### config.mk
export PLATFORM = sky130hd
export DESIGN_NAME = fm_phase_scheduler
export DESIGN_NICKNAME = d
export VERILOG_FILES = /design/src/rtl/fm_phase_scheduler.sv
export SDC_FILE = /design/constraint.sdc
export NUM_CORES = 1
export LEC_CHECK = 0
export CORE_UTILIZATION = 60
export DETAILED_ROUTE_END_ITERATION = 7
export DONT_BUFFER_PORTS = 1
export PLACE_DENSITY = 0.76
export SLEW_MARGIN = 10
export SYNTH_ARGS = -nofsm -noshare
export SYNTH_HDL_FRONTEND = slang
export SYNTH_SLANG_ARGS = --single-unit
### constraint.sdc
create_clock -name clock -period 8.39 [get_ports clock]
set_clock_uncertainty 0.15 [all_clocks]
set_input_delay 1.678 -clock clock [delete_from_list [all_inputs] [get_ports clock]]
set_output_delay 1.678 -clock clock [all_outputs]
set_load 0.03 [all_outputs]
### src/rtl/fm_phase_scheduler.sv
// FM modulator sequencer: buffers audio samples and drives the DDS enable strobe and
// phase increment (carrier plus scaled deviation), with underrun tracking.
module fm_phase_scheduler #(
    parameter int CLK_DIV      = 4,
    parameter int SAMPLE_DIV   = 64,
    parameter int NBITS_SAMPLE = 18,
    parameter int GAIN_SHIFT   = 16,
    parameter int FIFO_DEPTH   = 4,
    parameter int PRIME_LEVEL  = 2
) (
    input  logic                    clock,
    input  logic                    reset,
    input  logic                    run,
    input  logic [31:0]             carrier_inc,
    input  logic [15:0]             dev_gain,
    input  logic [NBITS_SAMPLE-1:0] in_sample,
    input  logic                    in_valid,
    output logic                    in_ready,
    output logic                    enableclk,
    output logic [31:0]             phaseinc,
    output logic                    phaseinc_valid,
    output logic                    underrun,
    input  logic                    underrun_clr,
    output logic [7:0]              underrun_count,
    output logic [1:0]              state
);
    localparam int CW = (CLK_DIV > 1) ? $clog2(CLK_DIV) : 1;
    localparam int TW = (SAMPLE_DIV > 1) ? $clog2(SAMPLE_DIV) : 1;
    localparam int AW = $clog2(FIFO_DEPTH);
    localparam int PW = NBITS_SAMPLE + 16;
    localparam logic [CW-1:0] CNT_LAST  = CW'(CLK_DIV - 1);
    localparam logic [TW-1:0] TICK_LAST = TW'(SAMPLE_DIV - 1);
    localparam logic [AW:0]   FULL_CNT  = (AW+1)'(FIFO_DEPTH);
    localparam logic [AW:0]   PRIME_CNT = (AW+1)'(PRIME_LEVEL);

    typedef enum logic [1:0] {
        ST_IDLE  = 2'd0,
        ST_PRIME = 2'd1,
        ST_RUN   = 2'd2
    } state_e;

    state_e                   state_q, state_d;
    logic [CW-1:0]            cnt_q, cnt_d;
    logic [TW-1:0]            tick_q, tick_d;
    logic                     enableclk_q, enableclk_d;
    logic [NBITS_SAMPLE-1:0]  mem_q [FIFO_DEPTH];
    logic [NBITS_SAMPLE-1:0]  mem_d [FIFO_DEPTH];
    logic [AW-1:0]            wr_ptr_q, wr_ptr_d, rd_ptr_q, rd_ptr_d;
    logic [AW:0]              count_q, count_d;
    logic                     in_ready_q, in_ready_d;
    logic signed [PW-1:0]     prod_q, prod_d;
    logic                     p1_valid_q, p1_valid_d;
    logic [31:0]              phaseinc_q, phaseinc_d;
    logic                     valid_q, valid_d;
    logic                     underrun_q, underrun_d;
    logic [7:0]               ur_count_q, ur_count_d;

    logic                     counting, sample_tick, take, pop, push, ur_event;
    logic signed [PW-1:0]     head_x, gain_x, scaled;
    logic signed [31:0]       scaled32;

    always_comb begin
        state_d = state_q;
        if (!run) begin
            state_d = ST_IDLE;
        end else begin
            case (state_q)
                ST_IDLE:  state_d = ST_PRIME;
                ST_PRIME: if (count_q >= PRIME_CNT) state_d = ST_RUN;
                ST_RUN:   state_d = ST_RUN;
                default:  state_d = ST_IDLE;
            endcase
        end
    end

    // Divider and tick counters only advance while staying out of IDLE, so the
    // first PRIME cycle always starts from zero.
    always_comb begin
        counting    = (state_q != ST_IDLE) && (state_d != ST_IDLE);
        sample_tick = enableclk_q && (tick_q == TICK_LAST);
        cnt_d       = '0;
        tick_d      = '0;
        if (counting) begin
            cnt_d  = (cnt_q == CNT_LAST) ? '0 : cnt_q + 1'b1;
            tick_d = tick_q;
            if (enableclk_q) tick_d = (tick_q == TICK_LAST) ? '0 : tick_q + 1'b1;
        end
        enableclk_d = (state_d != ST_IDLE) && (cnt_d == CNT_LAST);
    end

    // Handshake: a sample is transferred on a rising edge where in_valid & in_ready;
    // in_ready reflects registered occupancy only, so a same-cycle pop is not credited.
    always_comb begin
        take     = sample_tick && (state_q == ST_RUN) && (state_d == ST_RUN);
        pop      = take && (count_q != '0);
        ur_event = take && (count_q == '0);
        push     = in_valid && in_ready_q;
        mem_d    = mem_q;
        wr_ptr_d = wr_ptr_q;
        rd_ptr_d = rd_ptr_q;
        count_d  = count_q;
        if (state_d == ST_IDLE) begin
            wr_ptr_d = '0;
            rd_ptr_d = '0;
            count_d  = '0;
        end else begin
            if (push) begin
                mem_d[wr_ptr_q] = in_sample;
                wr_ptr_d        = wr_ptr_q + 1'b1;
            end
            if (pop) rd_ptr_d = rd_ptr_q + 1'b1;
            case ({push, pop})
                2'b10:   count_d = count_q + 1'b1;
                2'b01:   count_d = count_q - 1'b1;
                default: count_d = count_q;
            endcase
        end
        in_ready_d = (state_d != ST_IDLE) && (count_d != FULL_CNT);
    end

    always_comb begin
        head_x     = PW'($signed(mem_q[rd_ptr_q]));
        gain_x     = PW'($signed(dev_gain));
        p1_valid_d = take;
        prod_d     = prod_q;
        if (take) prod_d = pop ? head_x * gain_x : '0;

        scaled     = prod_q >>> GAIN_SHIFT;
        scaled32   = 32'(scaled);
        phaseinc_d = phaseinc_q;
        valid_d    = 1'b0;
        if (state_d != ST_IDLE) begin
            if (state_q == ST_PRIME) phaseinc_d = carrier_inc;
            if (p1_valid_q) begin
                phaseinc_d = carrier_inc + scaled32;
                valid_d    = 1'b1;
            end
        end

        underrun_d = underrun_q;
        ur_count_d = ur_count_q;
        if (underrun_clr) begin
            underrun_d = 1'b0;
            ur_count_d = '0;
        end else if (ur_event) begin
            underrun_d = 1'b1;
            if (ur_count_q != 8'hFF) ur_count_d = ur_count_q + 8'd1;
        end
    end

    always_ff @(posedge clock or negedge reset) begin
        if (!reset) begin
            state_q     <= ST_IDLE;
            cnt_q       <= '0;
            tick_q      <= '0;
            enableclk_q <= 1'b0;
            mem_q       <= '{default: '0};
            wr_ptr_q    <= '0;
            rd_ptr_q    <= '0;
            count_q     <= '0;
            in_ready_q  <= 1'b0;
            prod_q      <= '0;
            p1_valid_q  <= 1'b0;
            phaseinc_q  <= '0;
            valid_q     <= 1'b0;
            underrun_q  <= 1'b0;
            ur_count_q  <= '0;
        end else begin
            state_q     <= state_d;
            cnt_q       <= cnt_d;
            tick_q      <= tick_d;
            enableclk_q <= enableclk_d;
            mem_q       <= mem_d;
            wr_ptr_q    <= wr_ptr_d;
            rd_ptr_q    <= rd_ptr_d;
            count_q     <= count_d;
            in_ready_q  <= in_ready_d;
            prod_q      <= prod_d;
            p1_valid_q  <= p1_valid_d;
            phaseinc_q  <= phaseinc_d;
            valid_q     <= valid_d;
            underrun_q  <= underrun_d;
            ur_count_q  <= ur_count_d;
        end
    end

    assign in_ready       = in_ready_q;
    assign enableclk      = enableclk_q;
    assign phaseinc       = phaseinc_q;
    assign phaseinc_valid = valid_q;
    assign underrun       = underrun_q;
    assign underrun_count = ur_count_q;
    assign state          = state_q;

endmodule

# Word level (Yosys, flattened, before mapping)
# Cells that the tools add are included.
dict set report totals {
  inputBits 71
  output_inout_bits 46
  reg_bits 168
}
dict set report op_classes {
  addsub 8
  multipliers 1
  n_eq_ne 11
  n_bitwise 3
  reduce_logical 24
  n_lt_le_gt_ge 4
  n_mux 30
}
# op count
set ops {}
lappend ops {{$bwmux W72} 1}
lappend ops {{$mux W32} 2}
lappend ops {{$mux W18} 3}
lappend ops {{$bmux W18 S2} 1}
lappend ops {{$demux W18 S2} 1}
lappend ops {{$mul A18 B16 Y34} 1}
lappend ops {{$mux W34} 1}
lappend ops {{$add A32 B32 Y32} 1}
lappend ops {{$mux W8} 3}
lappend ops {{$mux W6} 3}
lappend ops {{$mux W2} 8}
lappend ops {{$reduce_bool A2 Y1} 7}
lappend ops {{$eq A2 B2 Y1 const B} 5}
lappend ops {{$logic_and A1 B1 Y1} 10}
lappend ops {{$add A8 B1 Y8 const B} 1}
lappend ops {{$ne A8 B8 Y1 const B} 1}
lappend ops {{$add A2 B1 Y2 const B} 3}
lappend ops {{$add A6 B1 Y6 const B} 1}
lappend ops {{$eq A6 B6 Y1 const B} 1}
lappend ops {{$ge A3 B3 Y1 const B} 2}
lappend ops {{$not A2 Y3} 2}
lappend ops {{$pmux W2 S3} 1}
lappend ops {{$pmux W3 S2} 1}
lappend ops {{$reduce_and A2 Y1} 3}
lappend ops {{other kinds (13)} 18}

# Longest topological paths before layout
dict set report logic_depth {
  ltp_word 12
  ltp_mapped 28
  depth_no_buf 25
}

# Worst setup path before layout
# No wires, ideal clock.
dict set report synth_timing {
  path_type {in2reg}
  from {in dev_gain[7]}
  to {reg prod_q[30]}
  arrival_ns 7.264
  cell_stages 24
  slack_ns 0.883
  path_cell_list {clkbuf_1 > clkbuf_1 > nand2_1 > fa_1 > inv_1 > fa_1 > inv_1 > fa_1 > inv_1 > fa_1 > fa_1 > inv_1 > fa_1 > inv_1 > ha_1 > nor2b_1 > nor2_1 > a21boi_0 > a31oi_1 > a311o_2 > o21ai_4 > a21oi_1 > xor2_1 > o31ai_2}
}
dict set report synth_via {
  elab_chain_len 2
}
# item line
set synth_lines {}
lappend synth_lines {{start: declaration} 15} ;# input logic [15:0] dev_gain,
lappend synth_lines {{$mul A18 B16 Y34} 126} ;# if (take) prod_d = pop ? head_x * gain_x : '0;
lappend synth_lines {{$mux W34} 126}
lappend synth_lines {{end signal: assignment} 178} ;# prod_q <= prod_d;
lappend synth_lines {{end: declaration} 51} ;# logic signed [PW-1:0] prod_q, prod_d;
# No other way between the ends.
# A chain may end at the register's enable or synchronous reset.

# Worst setup path after layout
dict set report layout_timing {
  from {reg rd_ptr_q[0]}
  to {reg prod_q[32]}
}
dict set report layout_via {
  elab_chain_len 6
}
# item line
set layout_lines {}
lappend layout_lines {{start: declaration} 48} ;# logic [AW-1:0] wr_ptr_q, wr_ptr_d, rd_ptr_q, rd_ptr_d;
lappend layout_lines {{start signal: assignment} 175} ;# rd_ptr_q <= rd_ptr_d;
lappend layout_lines {{$not A2 Y3 (not written as such)} 122} ;# head_x = PW'($signed(mem_q[rd_ptr_q]));
lappend layout_lines {{$bmux W18 S2} 122}
lappend layout_lines {{$mux W18 (not written as such) (2 in a row)} 122}
lappend layout_lines {{$mul A18 B16 Y34} 126}
lappend layout_lines {{$mux W34} 126}
# No other way between the ends. The select of a mux whose other input is x is not followed.

==> impl_metrics.py <==
metrics = {
    "run_status": {
        "status": "finished clean",
    },
    "setup_path": {
        "cp_slowest_cell": "fa_1",
        "cp-start-kind": "flip-flop",
        "crit_type": "reg -> reg",
        "cp_common_cell": "fa_1",
        "critPathMaxStageDelay_ns": 0.90,
        "critPathRequiredTime_ns": 8.51,
        "cp_cell_sequence": "buf_4 > mux4_2 > nand2_1 > inv_1 > fa_1 > fa_1 > fa_1 > fa_1 > fa_1 > inv_1 > fa_1 > inv_1 > ha_1 > a21oi_1 > nor2b_1 > o21ai_0 > nand2b_1 > o21ai_0 > nor2b_1 > o21ai_4 > a211oi_2 > xor2_1 > o21ai_1",
        "cp_max_fo": 20,
        "cp_data_arrival_time_ns": 7.69,
        "end_kind": "flip-flop",
    },
    "timing": {
        "setup_viol": 0,
        "maxSlewViolCount": 0,
        "worst_pin_slew_ns": 0.916,
        "relSlewSlack": 0.388,
        "tns_ns": 0,
        "grt_setup_unrepaired": "false",
        "hold_ws_ns": 0.317,
        "hold_violations": 0,
        "period_needed_ns": 7.57,
        "period_share": 0.902,
        "max_clock_freq_ghz": 0.132,
        "layout_setup_ws_ns": 0.823,
    },
    "yosys": {
        "synthMuxAreaShare": 0.0761,
        "synth.top_cell.area_share": 0.313,
        "synth.most_common_cell": "inv_1",
        "syn_area_sq_mm": 0.0186,
        "synthAdderAreaFrac": 0.395,
        "synth-simple-area-share": 0.131,
        "synth_cell_types": 68,
        "synth-xor-area-share": 0.0287,
        "yosysTopAreaCell": "fa_1",
        "yosys-top-cells-count": "348 x inv_1, 291 x fa_1, 217 x nand2_1",
        "yosys_register_bits": 152,
        "ys_seq_area_frac": 0.204,
        "avgSynthCellArea_sq_um": 9.89,
        "synth_top_family_by_area": "adder cells",
        "synth_ff_type": "dfrtp_1",
        "postSynthCellCount": 1882,
        "async_reset_ff_frac": 1.00,
        "netlist_top_cells_area": "fa_1 31%, dfrtp_1 20%, ha_1 8.2%",
        "syn-num-nets": 2366,
        "yosys_warnings": 0,
        "synth_edf_count": 0,
        "synth_compound_area_frac": 0.0808,
    },
    "floorplan": {
        "dieArea_sq_mm": 0.0317,
        "dieWidth_um": 178,
        "core_area_sq_mm": 0.0306,
        "io_pins": 117,
        "start_util": 0.609,
        "die_h_um": 178,
        "rows": 64,
    },
    "drt": {
        "vias_per_cell": 5.69,
        "wl_per_cell_um": 18.7,
        "dr.pass1.iters": 6,
        "drt_iter0_drc": 578,
        "vias": 12800,
        "wl_um": 42100,
        "antenna_left": 0,
        "drc_errors": 0,
    },
    "cts": {
        "root_buffer": "clkbuf_16",
        "clock_sinks": 152,
        "cts_made_buffers": 17,
        "clkTransAtPathRegs_ns": 0.07,
        "worstSkewPairLatency_ns": 0.43,
        "post_cts_resized": 0,
        "cts_hold_buf": 0,
        "cts_setup_buffers": 0,
        "cts.path.max_buffers": 2,
        "cts_htree_levels": 4,
        "cts_tree": "yes",
    },
    "flow_run": {
        "cap_viol_max_count": 0,
    },
    "placement": {
        "post-place-cells": 2219,
        "preCtsSetupSlack_ns": 0.697,
        "routabilityCongestion": 0.893,
        "place.detailed.hpwl_um": 32800,
        "io_buffers": 0,
    },
    "grt": {
        "grt_usage": 0.289,
        "antenna_found_initial": 0,
        "grt_pass1_wl_um": 70900,
        "overflow": 0,
        "grt_max_degree": 153,
        "grt_pass1_vias": 14100,
    },
    "layout": {
        "multi_input_area_sq_mm": 0.0132,
        "layout-drive-gt1-share": 0.0803,
        "area_growth_pct": 4.71,
        "fin_cells": 2251,
        "fillerInstances": 2451,
        "diodes": 0,
        "final_nets": 2326,
        "register_area_sq_mm": 0.00380,
    },
    "hold_path": {
        "hold_class": "reg -> reg",
    },
}
[worst max-delay path: cells and delay by family, from the launching register on]
family | cells | cell delay [ns]
fa+ha+maj | 7 | 3.89
buf+inv | 4 | 0.53
flops | 1 | 0.33
mux | 1 | 0.74
xor+xnor | 1 | 0.17
compound gates | 6 | 0.97
simple gates | 4 | 0.62
[sequential cells by signal, summed over array words and instances, names as in the netlist, 2 cells and up]
name	count
wr_ptr_q	2
state	2
underrun_count	8
prod_q	18
phaseinc	32
count_q	3
rd_ptr_q	2
tick_q	6
cnt_q	2
mem_q	72
[path summary, 6_finish.rpt]
kind / start / slack, ns / end / cells past startpoint
min: cnt_q[0] / 0.32 / cnt_q[0] / 1
min reg2reg: cnt_q[0] / 0.32 / cnt_q[0] / 1
max reg2reg: rd_ptr_q[0] / 0.82 / prod_q[32] / 23
max: rd_ptr_q[0] / 0.82 / prod_q[32] / 23
min in group asynchronous: reset / 0.79 / underrun_count[6] / 0
max in group asynchronous: reset / 7.10 / mem_q[45] / 0
[routing by layer]
layer,vias to the layer above,global-route usage,part of all wire
met2,342,0.491,0.49
met5,-,0,0
met1,6530,0.367,0.41
met4,0,0.105,0.033
li1,5850,-,-
met3,85,0.0580,0.061
[through the flow]
stage               instance area, sq um   util
finish                             19500  0.637
global route                       19500  0.637
CTS                                19500  0.637
detailed placement                 18900  0.618
global placement                   18900  0.618
floorplan                          18600      -
[layout by cell type, fill, tap and decap left out, types with 4 or more instances in the layout]
cell	instances
nor3_1	11
or3_1	5
o21ai_1	21
nand3_1	14
mux2i_1	20
dfrtp_1	152
fa_1	291
clkbuf_16	17
xnor2_1	39
mux4_2	18
and3_1	9
nand4_1	8
o21bai_1	7
a211oi_1	9
buf_4	8
nor2b_1	13
and4_1	4
a31oi_1	8
o211ai_1	7
and2_1	134
o21a_1	7
nor2_1	66
mux2_2	72
o21ai_0	51
nand2_1	217
xor2_1	22
a21o_1	16
a21oi_1	62
o211a_1	4
ha_1	122
inv_1	348
nand2b_1	12
inv_8	6
[cell type report]
cell class	instances	area share
inverter	349	0.0672
clock inverter	14	0.00770
sequential	152	0.195
tap	396	0.0254
multi-input combinational	1314	0.679
clock buffer	18	0.0225
timing repair buffer	8	0.00308
[cells by family after synthesis]
group,Yosys count
buffers and inverters,416
xor gates and xnor gates,61
adders and majority gates,413
muxes,110
AOI/OAI and AO/OA,227
DFF,152
and+or+nand+nor,503
Power is left out: the tool's default activity adds up to more than one toggle a clock period on the data nets, which glitch-free logic cannot reach.
